`src/rtl/wb_port_arbiter.sv`:
```
// wb_port_arbiter
// ----------------
// Arbitrates the register-file write port between the in-order pipeline
// write-back stage and a multi-cycle unit (MDU). MDU results that cannot be
// written immediately are held in a small FIFO and drained when the
// pipeline leaves the write port free. A registered write port gives a
// one-cycle latency from grant to o_rf_we.
//
// Optional feature (macro WB_ARB_FAIR_EN):
//   When defined, a starvation counter forces an MDU grant after
//   STARVE_LIMIT consecutive pipeline wins over a non-empty buffer. In that
//   cycle o_pipe_stall is raised so the pipeline holds its WB inputs.
//   When undefined, the pipeline always wins and o_pipe_stall is tied to 0.
//
// Parameters:
//   FIFO_DEPTH   - MDU result buffer entries (power of two, >= 2)
//   STARVE_LIMIT - pipeline wins before a forced MDU grant (fair mode only)
//
// Ports:
//   clk, rst                              - clock, async active-high reset
//   i_pipe_we/i_pipe_rd/i_pipe_data       - pipeline write request
//   i_mdu_valid/i_mdu_rd/i_mdu_data       - MDU result (handshake with o_mdu_ready)
//   o_mdu_ready                           - buffer not full
//   o_rf_we/o_rf_rd/o_rf_data             - registered register-file write port
//   o_pipe_stall                          - pipeline must hold WB inputs
//   o_pend_cnt                            - number of buffered MDU results

module wb_port_arbiter #(
    parameter int FIFO_DEPTH   = 2,
    parameter int STARVE_LIMIT = 4
) (
    input  logic                            clk,
    input  logic                            rst,
    input  logic                            i_pipe_we,
    input  logic [4:0]                      i_pipe_rd,
    input  logic [31:0]                     i_pipe_data,
    input  logic                            i_mdu_valid,
    input  logic [4:0]                      i_mdu_rd,
    input  logic [31:0]                     i_mdu_data,
    output logic                            o_mdu_ready,
    output logic                            o_rf_we,
    output logic [4:0]                      o_rf_rd,
    output logic [31:0]                     o_rf_data,
    output logic                            o_pipe_stall,
    output logic [$clog2(FIFO_DEPTH):0]     o_pend_cnt
);

    localparam int AW = $clog2(FIFO_DEPTH);
    localparam int CW = AW + 1;

    // Buffer storage: no reset needed, validity is tracked by cnt_reg.
    logic [4:0]    rd_mem   [FIFO_DEPTH];
    logic [31:0]   data_mem [FIFO_DEPTH];

    logic [AW-1:0] wr_ptr_reg, rd_ptr_reg;
    logic [CW-1:0] cnt_reg, cnt_next;

    logic          rf_we_reg;
    logic [4:0]    rf_rd_reg;
    logic [31:0]   rf_data_reg;

    logic          head_valid;
    logic          full;
    logic          push;
    logic          pop;
    logic          pipe_req;
    logic          forced;
    logic          mdu_gnt;
    logic          pipe_gnt;
    logic          wr_en;
    logic [4:0]    wr_rd;
    logic [31:0]   wr_data;
    logic [4:0]    head_rd;
    logic [31:0]   head_data;

    assign head_valid = (cnt_reg != '0);
    assign full       = (cnt_reg == CW'(FIFO_DEPTH));
    assign head_rd    = rd_mem[rd_ptr_reg];
    assign head_data  = data_mem[rd_ptr_reg];

    // Ready depends only on occupancy so the MDU can rely on it before
    // deciding to present a result.
    assign o_mdu_ready = !full;

    // Results for r0 complete the handshake but are never stored.
    assign push     = i_mdu_valid && !full && (i_mdu_rd != 5'd0);
    assign pipe_req = i_pipe_we && (i_pipe_rd != 5'd0);

`ifdef WB_ARB_FAIR_EN
    localparam int SW = $clog2(STARVE_LIMIT + 1);

    logic [SW-1:0] starve_reg;

    // head_valid guard keeps a stale count from stalling with nothing to drain.
    assign forced       = head_valid && (starve_reg == SW'(STARVE_LIMIT));
    assign o_pipe_stall = forced;

    always_ff @(posedge clk or posedge rst) begin
        if (rst) begin
            starve_reg <= '0;
        end else if (mdu_gnt || !head_valid) begin
            starve_reg <= '0;
        end else if (pipe_gnt) begin
            starve_reg <= starve_reg + SW'(1);
        end
    end
`else
    logic unused_fair;

    assign forced       = 1'b0;
    assign o_pipe_stall = 1'b0;
    assign unused_fair  = ^{mdu_gnt, pipe_gnt, (STARVE_LIMIT != 0)};
`endif

    // Grant priority: forced MDU > pipeline > buffer head > idle.
    always_comb begin
        wr_en    = 1'b0;
        wr_rd    = head_rd;
        wr_data  = head_data;
        pop      = 1'b0;
        mdu_gnt  = 1'b0;
        pipe_gnt = 1'b0;
        if (forced) begin
            wr_en   = 1'b1;
            pop     = 1'b1;
            mdu_gnt = 1'b1;
        end else if (pipe_req) begin
            wr_en    = 1'b1;
            wr_rd    = i_pipe_rd;
            wr_data  = i_pipe_data;
            pipe_gnt = 1'b1;
            // A newer pipeline write to the same register makes the head
            // result obsolete; drop it instead of writing it later.
            pop      = head_valid && (head_rd == i_pipe_rd);
        end else if (head_valid) begin
            wr_en   = 1'b1;
            pop     = 1'b1;
            mdu_gnt = 1'b1;
        end
    end

    assign cnt_next = cnt_reg + CW'(push) - CW'(pop);

    always_ff @(posedge clk) begin
        if (push) begin
            rd_mem[wr_ptr_reg]   <= i_mdu_rd;
            data_mem[wr_ptr_reg] <= i_mdu_data;
        end
    end

    // Pointers wrap naturally because FIFO_DEPTH is a power of two.
    always_ff @(posedge clk or posedge rst) begin
        if (rst) begin
            wr_ptr_reg <= '0;
            rd_ptr_reg <= '0;
            cnt_reg    <= '0;
        end else begin
            if (push) begin
                wr_ptr_reg <= wr_ptr_reg + AW'(1);
            end
            if (pop) begin
                rd_ptr_reg <= rd_ptr_reg + AW'(1);
            end
            cnt_reg <= cnt_next;
        end
    end

    // Write address/data hold their last value while idle.
    always_ff @(posedge clk or posedge rst) begin
        if (rst) begin
            rf_we_reg   <= 1'b0;
            rf_rd_reg   <= '0;
            rf_data_reg <= '0;
        end else begin
            rf_we_reg <= wr_en;
            if (wr_en) begin
                rf_rd_reg   <= wr_rd;
                rf_data_reg <= wr_data;
            end
        end
    end

    assign o_rf_we    = rf_we_reg;
    assign o_rf_rd    = rf_rd_reg;
    assign o_rf_data  = rf_data_reg;
    assign o_pend_cnt = cnt_reg;

endmodule
```
`config.mk`:
```
export PLATFORM = sky130hd
export DESIGN_NAME = wb_port_arbiter
export DESIGN_NICKNAME = d
export VERILOG_FILES = /design/src/rtl/wb_port_arbiter.sv
export SDC_FILE = /design/constraint.sdc
export NUM_CORES = 1
export LEC_CHECK = 0
export ABC_AREA = 1
export BUFFER_PORTS_ARGS = -buffer_cell sky130_fd_sc_hd__clkbuf_2
export CAP_MARGIN = 20
export CORE_ASPECT_RATIO = 1.2
export CORE_MARGIN = 2
export CORE_UTILIZATION = 32
export DETAILED_ROUTE_END_ITERATION = 10
export SYNTH_ARGS = -nofsm -noshare
export SYNTH_HDL_FRONTEND = slang
export SYNTH_SLANG_ARGS = --single-unit
```
`constraint.sdc`:
```
create_clock -name clk -period 7.7 [get_ports clk]
set_clock_uncertainty 0.15 [all_clocks]
set_input_delay 1.54 -clock clk [delete_from_list [all_inputs] [get_ports clk]]
set_output_delay 1.54 -clock clk [all_outputs]
set_load 0.05 [all_outputs]
```
# Yosys cells after proc, flatten, opt, wreduce, memory -nomap -nowiden

Memories as Yosys holds them, arrays and structs flattened.
Index checks and enable logic that the tools add are counted.

Eq/ne operators: 2
Multiplexer cells: 7
Add/sub/neg operators: 4
Reduce and logical (&&, ||, !) cells: 8

Operators with widths:

| cell                                        | number |
|---|---|
| 32-bit 2-to-1 mux                           | 1 |
| 5-bit nonzero test                          | 2 |
| 5-bit == test                               | 1 |
| 1-bit 2-to-1 mux                            | 5 |
| 5-bit 2-to-1 mux                            | 1 |
| 1-bit logical AND                           | 4 |
| 1-bit adder, second input constant          | 2 |
| 2-bit by 1-bit adder with 2-bit output      | 1 |
| 2-bit == test, second input constant        | 1 |
| 2-bit nonzero test                          | 1 |
| 2-bit by 1-bit subtractor with 2-bit output | 1 |
| 1-bit zero test                             | 1 |

Input port bits: 78
Memory bits (writable): 74
Memories kept: 2
Bits in registers: 42

Memories:

| name     | words | bits a word | read ports | clocked after Yosys merged registers in | write ports | line | RTL |
|---|---|---|---|---|---|---|---|
| data_mem | 2     | 32          | 1          | 0                                       | 1           | 53   | `logic [31:0] data_mem [FIFO_DEPTH];` |
| rd_mem   | 2     | 5           | 1          | 0                                       | 1           | 52   | `logic [4:0] rd_mem [FIFO_DEPTH];` |

# Logic depth before layout (Yosys ltp)

Gate-level depths: netlist (run 1).

Word-level depth: 6
Depth in mapped cells: 14

# Least setup slack after synthesis (run 1)

OpenSTA, ideal clock, no wires.

Path kind: input port to flip-flop
Start point: input port i_mdu_rd[3]
End point: memory data_mem[0][0], enable pin
Path buffers: 0
Library setup time: 0.431 ns
Path slack: 3.762 ns
Cell stages on the path: 4
Data required time: 7.119 ns
Arrival: 3.356 ns
Cells stage by stage: nor3_1 > nand2_1 > nand3_1 > nor2_1

Cells in the longest elaborated chain, start to end: 4

RTL lines:

| element                                | line | RTL |
|---|---|---|
| start: declaration                     | 38   | `input logic [4:0] i_mdu_rd,` |
| 5-bit nonzero test                     | 86   | `assign push = i_mdu_valid && !full && (i_mdu_rd != 5'd0);` |
| 1-bit logical AND                      | 86   |  |
| 1-bit 2-to-1 mux                       | 145  | `if (push) begin` |
| 1-bit 2-to-1 mux (not written as such) | 147  | `data_mem[wr_ptr_reg] <= i_mdu_data;` |
| end: declaration                       | 53   |  |

Every way passes these cells.

# Worst setup path in the final report (run 1)

Start point: input port i_pipe_rd[4]
End point: register rf_rd_reg[0] (netlist: o_rf_rd[0])

Cells in the longest elaborated chain, start to end: 3
Elaborated cells on any way between the ends: 4

RTL lines:

| element                                              | line | RTL |
|---|---|---|
| start: declaration                                   | 35   | `input logic [4:0] i_pipe_rd,` |
| 5-bit nonzero test (*)                               | 87   | `assign pipe_req = i_pipe_we && (i_pipe_rd != 5'd0);` |
| 1-bit logical AND (*)                                | 87   |  |
| 5-bit 2-to-1 mux or 1-bit 2-to-1 mux (tied branches) | 127  | `end else if (pipe_req) begin` |
| end signal: assignment                               | 177  | `rf_rd_reg <= wr_rd;` |
| end: declaration                                     | 59   | `logic [4:0] rf_rd_reg;` |

Every way passes the cells marked *; elsewhere a longest branch is shown, timed or not.
A chain may end at the register's enable or synchronous reset.

==> out/qor.csv, run 1 <==
stage,metric,value,unit
run_status,status,"finished, final reports clean",
critical_path,crit_type,in2reg,
synthesis,synth-edff-count,74,
sta,slew_headroom,35.8,%
critical_path,end_kind,flop,
synthesis,netlist.area_leader.share,47.3,%
final_layout,regMostFlops,data_mem,
global_route,antenna_found_initial,2,
drt,drt_iter0_markers,137,
die,core,0.0144,mm²
critical_path,crit_fanout,38,
drt,drtPass1Iterations,4,
drt,drt-total-wl,10600,µm
clock_tree,cts_buffer_depth,2,
final_layout,largest_reg_flops,64,
synthesis,async_flop_share,36.2,%
sta,setup_viol,0,
clock_tree,cts_root_buffer,clkbuf_16,
die,placementRows,48,
drt,vias_per_cell,4.59,
sta,drv_slew,0,
critical_path,critPathArrivalTime,3.34,ns
placed_design,place_ws,4.01,ns
placed_design,placed_area,0.00541,mm²
sta,fin_crit_sh,41.3,%
synthesis,ys_seq_area_share,69.7,%
sta,final_hold_viol_count,0,
global_route,grt-ovfl-total,0,
clock_tree,htreeDepth,4,
final_layout,layout.cells.non_filler,704,
synthesis,synth.area.top_cells,"edfxtp_1, dfrtp_1, nand2_1, o211ai_1, nand3_1",
clock_tree,cts.sinks,116,
synthesis,yosysUniqueCellTypes,23,
synthesis,avgSynthCellArea,11.9,µm²
final_layout,area_growth,29.1,%
sta,max_freq,315,MHz
power,max-vdd-ir-drop,0.215,mV
final_layout,drive_gt1_share,32.5,%
drt,final_antenna_net_count,0,
global_route,grt_pass1_vias,3333,
placed_design,dp.cells,671,
clock_tree,cts_resized,0,
drt,drcViolationCount,0,
clock_tree,insertion_delay,0.40,ns
critical_path,cp.required,7.86,ns
sta,fin_crit,3.18,ns
synthesis,synth.most_common_cell,nand2_1,
placed_design,gp_congestion,0.810,
clock_tree,path_clk_slew,0.06,ns
clock_tree,cts_tree,done,
global_route,grt_pass1_wl,16500,µm
die,die_area,0.0157,mm²
sta,setup_slack,4.52,ns
global_route,grtUsageTotal,14.1,%
clock_tree,holdBufCountCts,0,
critical_path,slowest_stage,nor2_4,
power,cellPowerDensity,432,mW/mm²
die,pin_count,120,
synthesis,synthesis.nets,474,
drt,wl_per_cell,15.1,µm
sta,tns,0,ns
clock_tree,cts_buffers,17,
clock_tree,post_cts_buffers,0,
drt,vias,3229,
critical_path,crit_path_cell_trace,clkbuf_2 > nor2_1 > nand4_1 > nand2_2 > inv_2 > nor2_4 > nand2_1 > o211ai_1,
sta,rsz0062_at_grt,no,
synthesis,syn-instance-count,394,
synthesis,synth_area,0.00470,mm²
synthesis,synth_common_cells,"nand2_1, edfxtp_1, dfrtp_1",
final_layout,final_nets,596,
final_layout,stdcell_area,0.00607,mm²
die,die_y,137,µm
sta,worst-slew-pin-transition,0.962,ns
synthesis,ys_ff_latch,116,
placed_design,dp_hpwl,7110,µm
power,power_leakage,2.68,nW
synthesis,yosys.area.top_type,edfxtp_1,
synthesis,yosys_most_used_dff,edfxtp_1,
critical_path,startpoint_type,input pin,
synthesis,synth_warnings,0,
critical_path,max_stage_delay,0.78,ns
global_route,grt_max_degree,44,
placed_design,io_buffers,118,
run,cap_violations,0,
die,die_x,115,µm
worst_hold_path,hp-class,reg2reg,
die,initial_core_util,32.7,%
final_layout,n_antenna_cell,0,
[power breakdown]
group,internal (W),switching (W)
sequential,0.000857,0.0000720
clock,0.000566,0.000264
combinational,0.000216,0.000645
[critical path, delay by kind of cell]
kind                   cells  cell delay, ns
AO/OA/AOI/OAI              1            0.14
buffers and inverters      2            0.40
AND/OR/NAND/NOR            5            1.25
[per-layer routing]
metal	vias to the layer above	wire length [µm]	GRT usage, %
met5	-	12	0
met4	2	108	5.35
met3	8	650	4.65
met2	97	5400	24.2
met1	1532	4450	16.2
li1	1590	-	-
[per-stage QoR]
| step | total power, W | hold slack (ns) | util, % |
|---|---|---|---|
| after floorplan | 0.00159 | 0.315 | - |
| after global placement | 0.00178 | 0.314 | 37.7 |
| after detailed placement | 0.00181 | 0.321 | 37.7 |
| after CTS | 0.00264 | 0.334 | 42.1 |
| after global routing | 0.00276 | 0.360 | 42.3 |
| final | 0.00262 | 0.330 | 42.3 |
[final timing paths]
check / start / endpoint / slack [ns] / cells after the start
worst max-delay path: i_pipe_rd[4] / o_rf_rd[0] / 4.52 / 8
min in group asynchronous: rst / o_rf_data[19] / 1.19 / 2
max in group asynchronous: rst / rd_ptr_reg / 5.54 / 2
worst min register to register: o_rf_data[24] / o_rf_data[24] / 0.33 / 2
worst min-delay path: o_rf_data[24] / o_rf_data[24] / 0.33 / 2
worst max register to register: rd_ptr_reg / o_pend_cnt[1] / 4.82 / 13
[cell type report]
| type | count | area [µm²] |
|---|---|---|
| fill | 1352 | 8290 |
| multi-input combinational | 237 | 1230 |
| clock inverter | 9 | 150 |
| clock buffer | 23 | 478 |
| sequential | 116 | 3270 |
| inverter | 23 | 86.3 |
| timing repair buffer | 121 | 633 |
| tap | 175 | 219 |
[cell families (layout without fill, tap and decap cells)]
| kind of cell | Yosys count | count (layout) | share of synthesized area [%] |
|---|---|---|---|
| multiplexers | 14 | 14 | 2.98 |
| AND/OR/NAND/NOR | 187 | 187 | 16.7 |
| other | 1 | 1 | 0.0798 |
| AO/OA/AOI/OAI | 30 | 30 | 4.90 |
| flip-flops | 116 | 116 | 69.7 |
| XOR/XNOR | 3 | 3 | 0.559 |
| buffers and inverters | 41 | 176 | 4.55 |
| adder cells (fa/ha/maj) | 2 | 2 | 0.533 |
[layout by cell type (no fill, tap or decap)]
cell        Yosys  final
nand2_1       131    131
clkbuf_2        0    118
edfxtp_1       74     74
dfrtp_1        42     41
nand3_1        32     32
o211ai_1       29     29
inv_1          20     19
clkbuf_16       0     17
mux2i_1        14     14
or2_2          11     11
nor2_1          8      6
inv_2           3      4
bufinv_16       0      4
nor2_4          1      3
clkbuf_1        0      3
clkinv_2        0      3
clkbuf_8        0      3
nand2_2         2      2
xor2_1          2      2
ha_1            2      2
clkinvlp_4      0      2
buf_4           3      2
nand4_1         1      1
o211ai_2        1      1
nor3_1          1      1
xnor2_1         1      1
conb_1          1      1
buf_16          0      1
dfrtp_2         0      1
No activity file was read; power rests on OpenSTA's default activity.
==> inputs of run 2 (changes only) <==
==> constraint.sdc (replaced) <==
create_clock -name clk -period 2.9 [get_ports clk]
set_clock_uncertainty 0.15 [all_clocks]
set_input_delay 0.58 -clock clk [delete_from_list [all_inputs] [get_ports clk]]
set_output_delay 0.58 -clock clk [all_outputs]
set_load 0.05 [all_outputs]
==> out/qor.csv, run 2 (same netlist as run 1, synthesis figures left out) <==
stage,metric,value,unit,change
final_layout,layout.cells.non_filler,713,,+1.3%
sta,rsz0062_at_grt,no,,
drt,drcViolationCount,0,,unchanged
critical_path,reg2reg_slack,0.63,ns,-4.19 ns
sta,setup_viol,0,,unchanged
critical_path,reg2reg_from,rd_ptr_reg,,
global_route,grt_pass1_wl,16800,µm,+1.5%
sta,fin_crit,2.27,ns,
critical_path,max_stage_delay,0.48,ns,-0.30 ns
critical_path,slowest_stage,dfrtp_2,,
clock_tree,cts_buffers,17,,unchanged
clock_tree,cts_tree,done,,
critical_path,cp.depth,13,,+5
global_route,antenna_found_initial,0,,-2
sta,setup_slack,0.628,ns,-3.90 ns
power,cellPowerDensity,1110,mW/mm²,+160%
critical_path,crit_path_cell_trace,inv_2 > nand2_1 > nand2_1 > nand2_1 > nand2_1 > nor2_1 > nand3_1 > nand2_1 > ha_1 > inv_1 > ha_1 > xnor2_1 > xor2_1,,
final_layout,n_antenna_cell,0,,unchanged
critical_path,startpoint_type,flop,,
clock_tree,cts.sinks,116,,unchanged
sta,max_freq,440,MHz,
sta,fin_crit_sh,78.4,%,
final_layout,final_nets,605,,+1.5%
critical_path,cp.required,3.07,ns,-4.79 ns
die,pin_count,120,,unchanged
global_route,grtUsageTotal,14.2,%,+0.13 points
sta,hold_ws,0.0310,ns,-0.299 ns
final_layout,drive_gt1_share,33.6,%,+1.1 points
drt,vias_per_cell,4.58,,-0.19%
sta,drv_slew,0,,unchanged
clock_tree,cts_buffer_depth,2,,unchanged
critical_path,cp_num_buf_inv,2,,unchanged
global_route,grt-ovfl-total,0,,unchanged
clock_tree,cts_root_buffer,clkbuf_16,,
final_layout,area_growth,29.2,%,about the same
drt,drt-total-wl,10700,µm,+0.93%
die,die_y,137,µm,unchanged
critical_path,cpMostUsedCell,nand2_1,,
final_layout,final_common_cell,nand2_1,,
power,power_leakage,2.69,nW,+0.66%
sta,tns,0,ns,unchanged
critical_path,cp-endpoint,o_pend_cnt[1],,
critical_path,critPathTopFamily,simple AND/OR/NAND/NOR gates,,
placed_design,io_buffers,118,,unchanged
die,placementRows,48,,unchanged
power,max-vdd-ir-drop,0.619,mV,+190%
final_layout,final_cell_mix,"nand2_1, clkbuf_2, edfxtp_1",,
global_route,grt_max_degree,35,,-20%
global_route,grt_pass1_vias,3380,,+1.4%
critical_path,r2r-end,o_pend_cnt[1],,
die,core,0.0144,mm²,unchanged
final_layout,regMostFlops,data_mem,,
placed_design,dp.cells,681,,+1.5%
critical_path,crit_fanout,11,,-71%
critical_path,crit_type,reg2reg,,
clock_tree,cts_resized,0,,unchanged
placed_design,dp_hpwl,7520,µm,+5.8%
placed_design,gp_congestion,0.819,,+1.1%
critical_path,r2r_cells,13,,unchanged
clock_tree,post_cts_buffers,0,,unchanged
die,die_x,115,µm,unchanged
die,die_area,0.0157,mm²,unchanged
clock_tree,insertion_delay,0.40,ns,about the same
drt,vias,3264,,+1.1%
drt,wl_per_cell,15.0,µm,-0.34%
final_layout,largest_reg_flops,64,,unchanged
critical_path,setup.worst_path.start,rd_ptr_reg,,
die,initial_core_util,32.7,%,unchanged
clock_tree,htreeDepth,4,,unchanged
drt,final_antenna_net_count,0,,unchanged
placed_design,place_ws,0.670,ns,-3.34 ns
critical_path,end_kind,flop,,
drt,drtPass1Iterations,4,,unchanged
clock_tree,holdBufCountCts,0,,unchanged
worst_hold_path,hp-class,in2async,,
clock_tree,path_clk_slew,0.05,ns,about the same
run_status,status,"finished, final reports clean",,
critical_path,critPathArrivalTime,2.44,ns,-0.90 ns
run,cap_violations,0,,unchanged
drt,drt_iter0_markers,172,,+26%
sta,final_hold_viol_count,0,,unchanged
-- run 2: cell types whose count changed in the layout (fill, tap and decap cells not counted) --
cell,before,now
buf_4,2,10
clkinv_2,3,7
buf_12,0,2
bufinv_16,4,2
clkbuf_8,3,1
buf_16,1,0
-- run 2: final cells by class --
class | instances | area [µm²]
clock inverters | 11 | 110
repair buffers | 130 | 706
multi-input cells | 237 | 1230
well taps | 175 | 219
flip-flops and latches | 116 | 3270
inverters | 23 | 86.3
clock buffers | 21 | 450
fillers | 1388 | 8280
-- run 2: where the power goes --
group	switching [W]	leakage (nW)	internal, W
registers	0.000206	1.19	0.00228
clock network	0.000694	0.276	0.00127
logic	0.00170	1.23	0.000619
-- run 2: worst min path at each step --
stage                     cells after the start  slack (ns)            end
after global routing                          2        0.05   o_rf_data[2]
after floorplan                               2        0.31  o_rf_data[11]
after detailed placement                      2        0.32  o_rf_data[14]
after global placement                        2        0.31   o_rf_data[1]
after CTS                                     2        0.03   o_rf_data[2]
final                                         2        0.03   o_rf_data[2]
-- run 2: per-layer routing --
| metal | track usage (%) | wire length (µm) | up-vias |
|---|---|---|---|
| met1 | 16.3 | 4400 | 1556 |
| li1 | - | - | 1605 |
| met5 | 0 | 0 | - |
| met2 | 25.5 | 5690 | 95 |
| met3 | 3.76 | 530 | 8 |
| met4 | 4.67 | 85 | 0 |
-- run 2: through the flow --
step,util [%],power [W],instance area [µm²]
global placement,38.4,0.00482,5510
floorplan,-,0.00423,4700
detailed placement,38.4,0.00486,5510
CTS,42.3,0.00685,6070
global route,42.3,0.00713,6070
finish,42.3,0.00676,6070
==> inputs of run 3 (changes only) <==
--- a/config.mk
+++ b/config.mk
@@ -5,7 +5,7 @@
 export SDC_FILE = /design/constraint.sdc
 export NUM_CORES = 1
 export LEC_CHECK = 0
-export ABC_AREA = 1
+export ABC_AREA = 0
 export BUFFER_PORTS_ARGS = -buffer_cell sky130_fd_sc_hd__clkbuf_2
 export CAP_MARGIN = 20
 export CORE_ASPECT_RATIO = 1.2
==> constraint.sdc (replaced) <==
create_clock -name clk -period 1.9 [get_ports clk]
set_clock_uncertainty 0.15 [all_clocks]
set_input_delay 0.38 -clock clk [delete_from_list [all_inputs] [get_ports clk]]
set_output_delay 0.38 -clock clk [all_outputs]
set_load 0.05 [all_outputs]
==> out/qor.csv, run 3 <==
stage,metric,value,unit,change
final_layout,final_nets,626,,+3.5%
power,max-vdd-ir-drop,0.635,mV,+2.5%
final_layout,largest_reg_flops,64,,unchanged
critical_path,critPathArrivalTime,2.43,ns,about the same
placed_design,placed_area,0.00564,mm²,+2.3%
die,placementRows,48,,unchanged
synthesis,ys_seq_area_share,70.3,%,+0.67 points
sta,worst-slew-pin-transition,0.586,ns,
die,initial_core_util,32.6,%,-0.18 points
die,die_area,0.0155,mm²,-0.93%
power,cellPowerDensity,1610,mW/mm²,+45%
run_status,violations,negative setup slack,,
clock_tree,htreeDepth,4,,unchanged
global_route,grt-ovfl-total,0,,unchanged
critical_path,cp.required,2.08,ns,-0.99 ns
sta,max_freq,443,MHz,+0.78%
synthesis,async_flop_share,36.2,%,unchanged
die,die_x,114,µm,-0.46%
critical_path,slowest_stage,dfrtp_2,,
die,core,0.0143,mm²,-0.42%
final_layout,stdcell_area,0.00675,mm²,+11%
clock_tree,insertion_delay,0.41,ns,about the same
power,p_total,0.0109,W,+61%
placed_design,io_buffers,118,,unchanged
critical_path,cpMostUsedCell,xnor2_2,,
sta,drv_slew,0,,unchanged
die,pin_count,120,,unchanged
clock_tree,path_clk_slew,0.05,ns,about the same
sta,rsz0062_at_grt,yes,,
critical_path,startpoint_type,flop,,
drt,wl_per_cell,14.7,µm,-2.1%
sta,setup_viol,3,,+3
drt,drt-total-wl,10800,µm,+0.74%
sta,slew_headroom,60.8,%,
critical_path,r2r_cells,11,,-2
synthesis,synthXorXnorAreaFrac,1.51,%,+0.95 points
global_route,grt_pass1_vias,3531,,+4.5%
drt,drt_iter0_markers,121,,-30%
critical_path,end_kind,flop,,
synthesis,yosys_most_used_dff,edfxtp_1,,
placed_design,gp_congestion,0.828,,+1.1%
synthesis,synth_warnings,0,,unchanged
synthesis,yosysUniqueCellTypes,27,,+17%
sta,setup_slack,-0.355,ns,-0.982 ns
synthesis,ys_ff_latch,116,,unchanged
final_layout,final.fill_count,1299,,-6.4%
synthesis,synth_top_family_by_area,compound AO/OA/AOI/OAI gates,,
sta,final_hold_viol_count,0,,unchanged
final_layout,area_growth,45.0,%,
sta,fin_crit_sh,119,%,+40 points
critical_path,max_stage_delay,0.43,ns,-0.05 ns
critical_path,crit_type,reg2reg,,
synthesis,yosys.area.top_type,edfxtp_1,,
critical_path,crit_path_cell_trace,buf_12 > mux2i_4 > xnor2_2 > nor3_2 > a21oi_1 > nor2_1 > ha_1 > inv_2 > ha_4 > xnor2_2 > xnor2_1,,
clock_tree,cts_tree,done,,
final_layout,regMostFlops,data_mem,,
synthesis,synth_area,0.00465,mm²,-0.96%
power,power_leakage,2.87,nW,+6.4%
drt,drtPass1Iterations,4,,unchanged
synthesis,avgSynthCellArea,13.0,µm²,+9.3%
critical_path,setup.worst_path.start,rd_ptr_reg,,
clock_tree,cts.sinks,116,,unchanged
synthesis,synth_common_cells,"edfxtp_1, dfrtp_1, nand2_1",,
global_route,antenna_found_initial,0,,unchanged
clock_tree,cts_root_buffer,clkbuf_16,,
synthesis,synthSimpleGateAreaFrac,7.85,%,-8.9 points
synthesis,synthAdderAreaFrac,0.538,%,+0.0052 points
global_route,grt_max_degree,39,,+11%
global_route,grtUsageTotal,14.6,%,+0.46 points
critical_path,cp-endpoint,o_pend_cnt[1],,
worst_hold_path,hp-class,in2reg,,
synthesis,synth.most_common_cell,edfxtp_1,,
final_layout,final_cell_mix,"clkbuf_2, edfxtp_1, nand2_1",,
synthesis,synth.area.top_cells,"edfxtp_1, dfrtp_1, mux2i_1, a21oi_1, o21ai_0",,
drt,final_antenna_net_count,0,,unchanged
clock_tree,cts_buffers,17,,unchanged
die,die_y,136,µm,-0.47%
critical_path,r2r-end,o_pend_cnt[1],,
critical_path,reg2reg_slack,-0.35,ns,-0.98 ns
synthesis,netlist.area_leader.share,47.8,%,+0.46 points
final_layout,final_common_cell,clkbuf_2,,
sta,fin_crit,2.25,ns,-0.0176 ns
drt,vias_per_cell,4.60,,+0.50%
synthesis,synth_compound_area_share,8.95,%,+4.1 points
final_layout,n_antenna_cell,0,,unchanged
final_layout,drive_gt1_share,38.3,%,+4.6 points
critical_path,crit_fanout,5,,-6
global_route,grt_pass1_wl,17100,µm,+2.0%
run_status,status,"complete, but fails checks",,
synthesis,syn-instance-count,357,,-9.4%
run,cap_violations,0,,unchanged
synthesis,synth_mux_area_share,7.96,%,+5.0 points
synthesis,synth-edff-count,74,,unchanged
synthesis,synthesis.nets,437,,-7.8%
drt,vias,3377,,+3.5%
clock_tree,cts_buffer_depth,2,,unchanged
placed_design,dp_hpwl,6970,µm,-7.4%
drt,drcViolationCount,0,,unchanged
critical_path,reg2reg_from,rd_ptr_reg,,
==> run 3: final cells by class <==
class | count | area, µm² | area share [%]
sequential | 116 | 3280 | 48.6
multi-input combinational | 217 | 1390 | 20.6
timing repair buffer | 191 | 1310 | 19.4
clock buffer | 17 | 425 | 6.30
tap | 175 | 219 | 3.24
clock inverter | 15 | 118 | 1.74
inverter | 3 | 11.3 | 0.167
==> run 3: worst min path at each step <==
stage / startpoint / endpoint / slack (ns) / cells past startpoint
after CTS: i_pipe_data[2] / o_rf_data[2] / 0.0003 / 3
after detailed placement: rst / o_rf_data[24] / 0.24 / 2
after floorplan: i_mdu_data[0] / data_mem[0][0] / 0.33 / 0
after global routing: i_mdu_data[6] / data_mem[1][6] / 0.005 / 1
after global placement: rst / o_rf_data[24] / 0.24 / 2
final: i_mdu_data[27] / data_mem[0][27] / 0.02 / 1
==> run 3: where the power goes <==
part | switching [W] | internal, W
registers | 0.000282 | 0.00344
clock network | 0.00110 | 0.00177
logic | 0.00276 | 0.00153
total | 0.00415 | 0.00674
==> run 3: stage by stage <==
stage,util (%),cells,setup slack [ns],hold WS [ns],TNS [ns]
2_1_floorplan,-,357,-0.260,0.329,-16.88
3_3_place_gp,39.4,657,-0.383,0.236,-24.13
3_5_place_dp,39.4,657,-0.407,0.245,-30.44
4_1_cts,46.3,728,-0.323,0.000259,-16.91
5_1_grt,47.2,734,-0.416,0.00484,-0.970
6_report,47.2,734,-0.355,0.0221,-0.775
==> run 3: per-layer routing <==
layer  up-vias  GRT usage, %  routed length [µm]
li1       1652             -                   -
met1      1622          15.9                4330
met2        85          25.5                5710
met3        18          4.32                 513
met4         0          7.99                 233
met5         -             0                   0
==> run 3: repair_timing <==
item	CTS	global route
gates resized for setup	11	3
pin swaps	3	5
hold buffers	32	0
endpoints found under the hold margin	72	0
gates cloned	0	0
buffers inserted	7	4
setup endpoints to repair	76	22
==> run 3: kinds of logic after synthesis <==
kind of cell,Yosys count
buffers and inverters,24
XOR/XNOR,8
AO/OA/AOI/OAI,79
other,1
adder cells (fa/ha/maj),2
multiplexers,37
flip-flops,116
AND/OR/NAND/NOR,90
==> run 3: worst max-delay path, delay by kind of cell, from the launching register on <==
family	cells	cell delay, ns
compound gates	1	0.10
xor+xnor	3	0.39
fa+ha+maj	2	0.37
buf+inv	2	0.22
flops	1	0.43
mux	1	0.19
simple gates	2	0.32
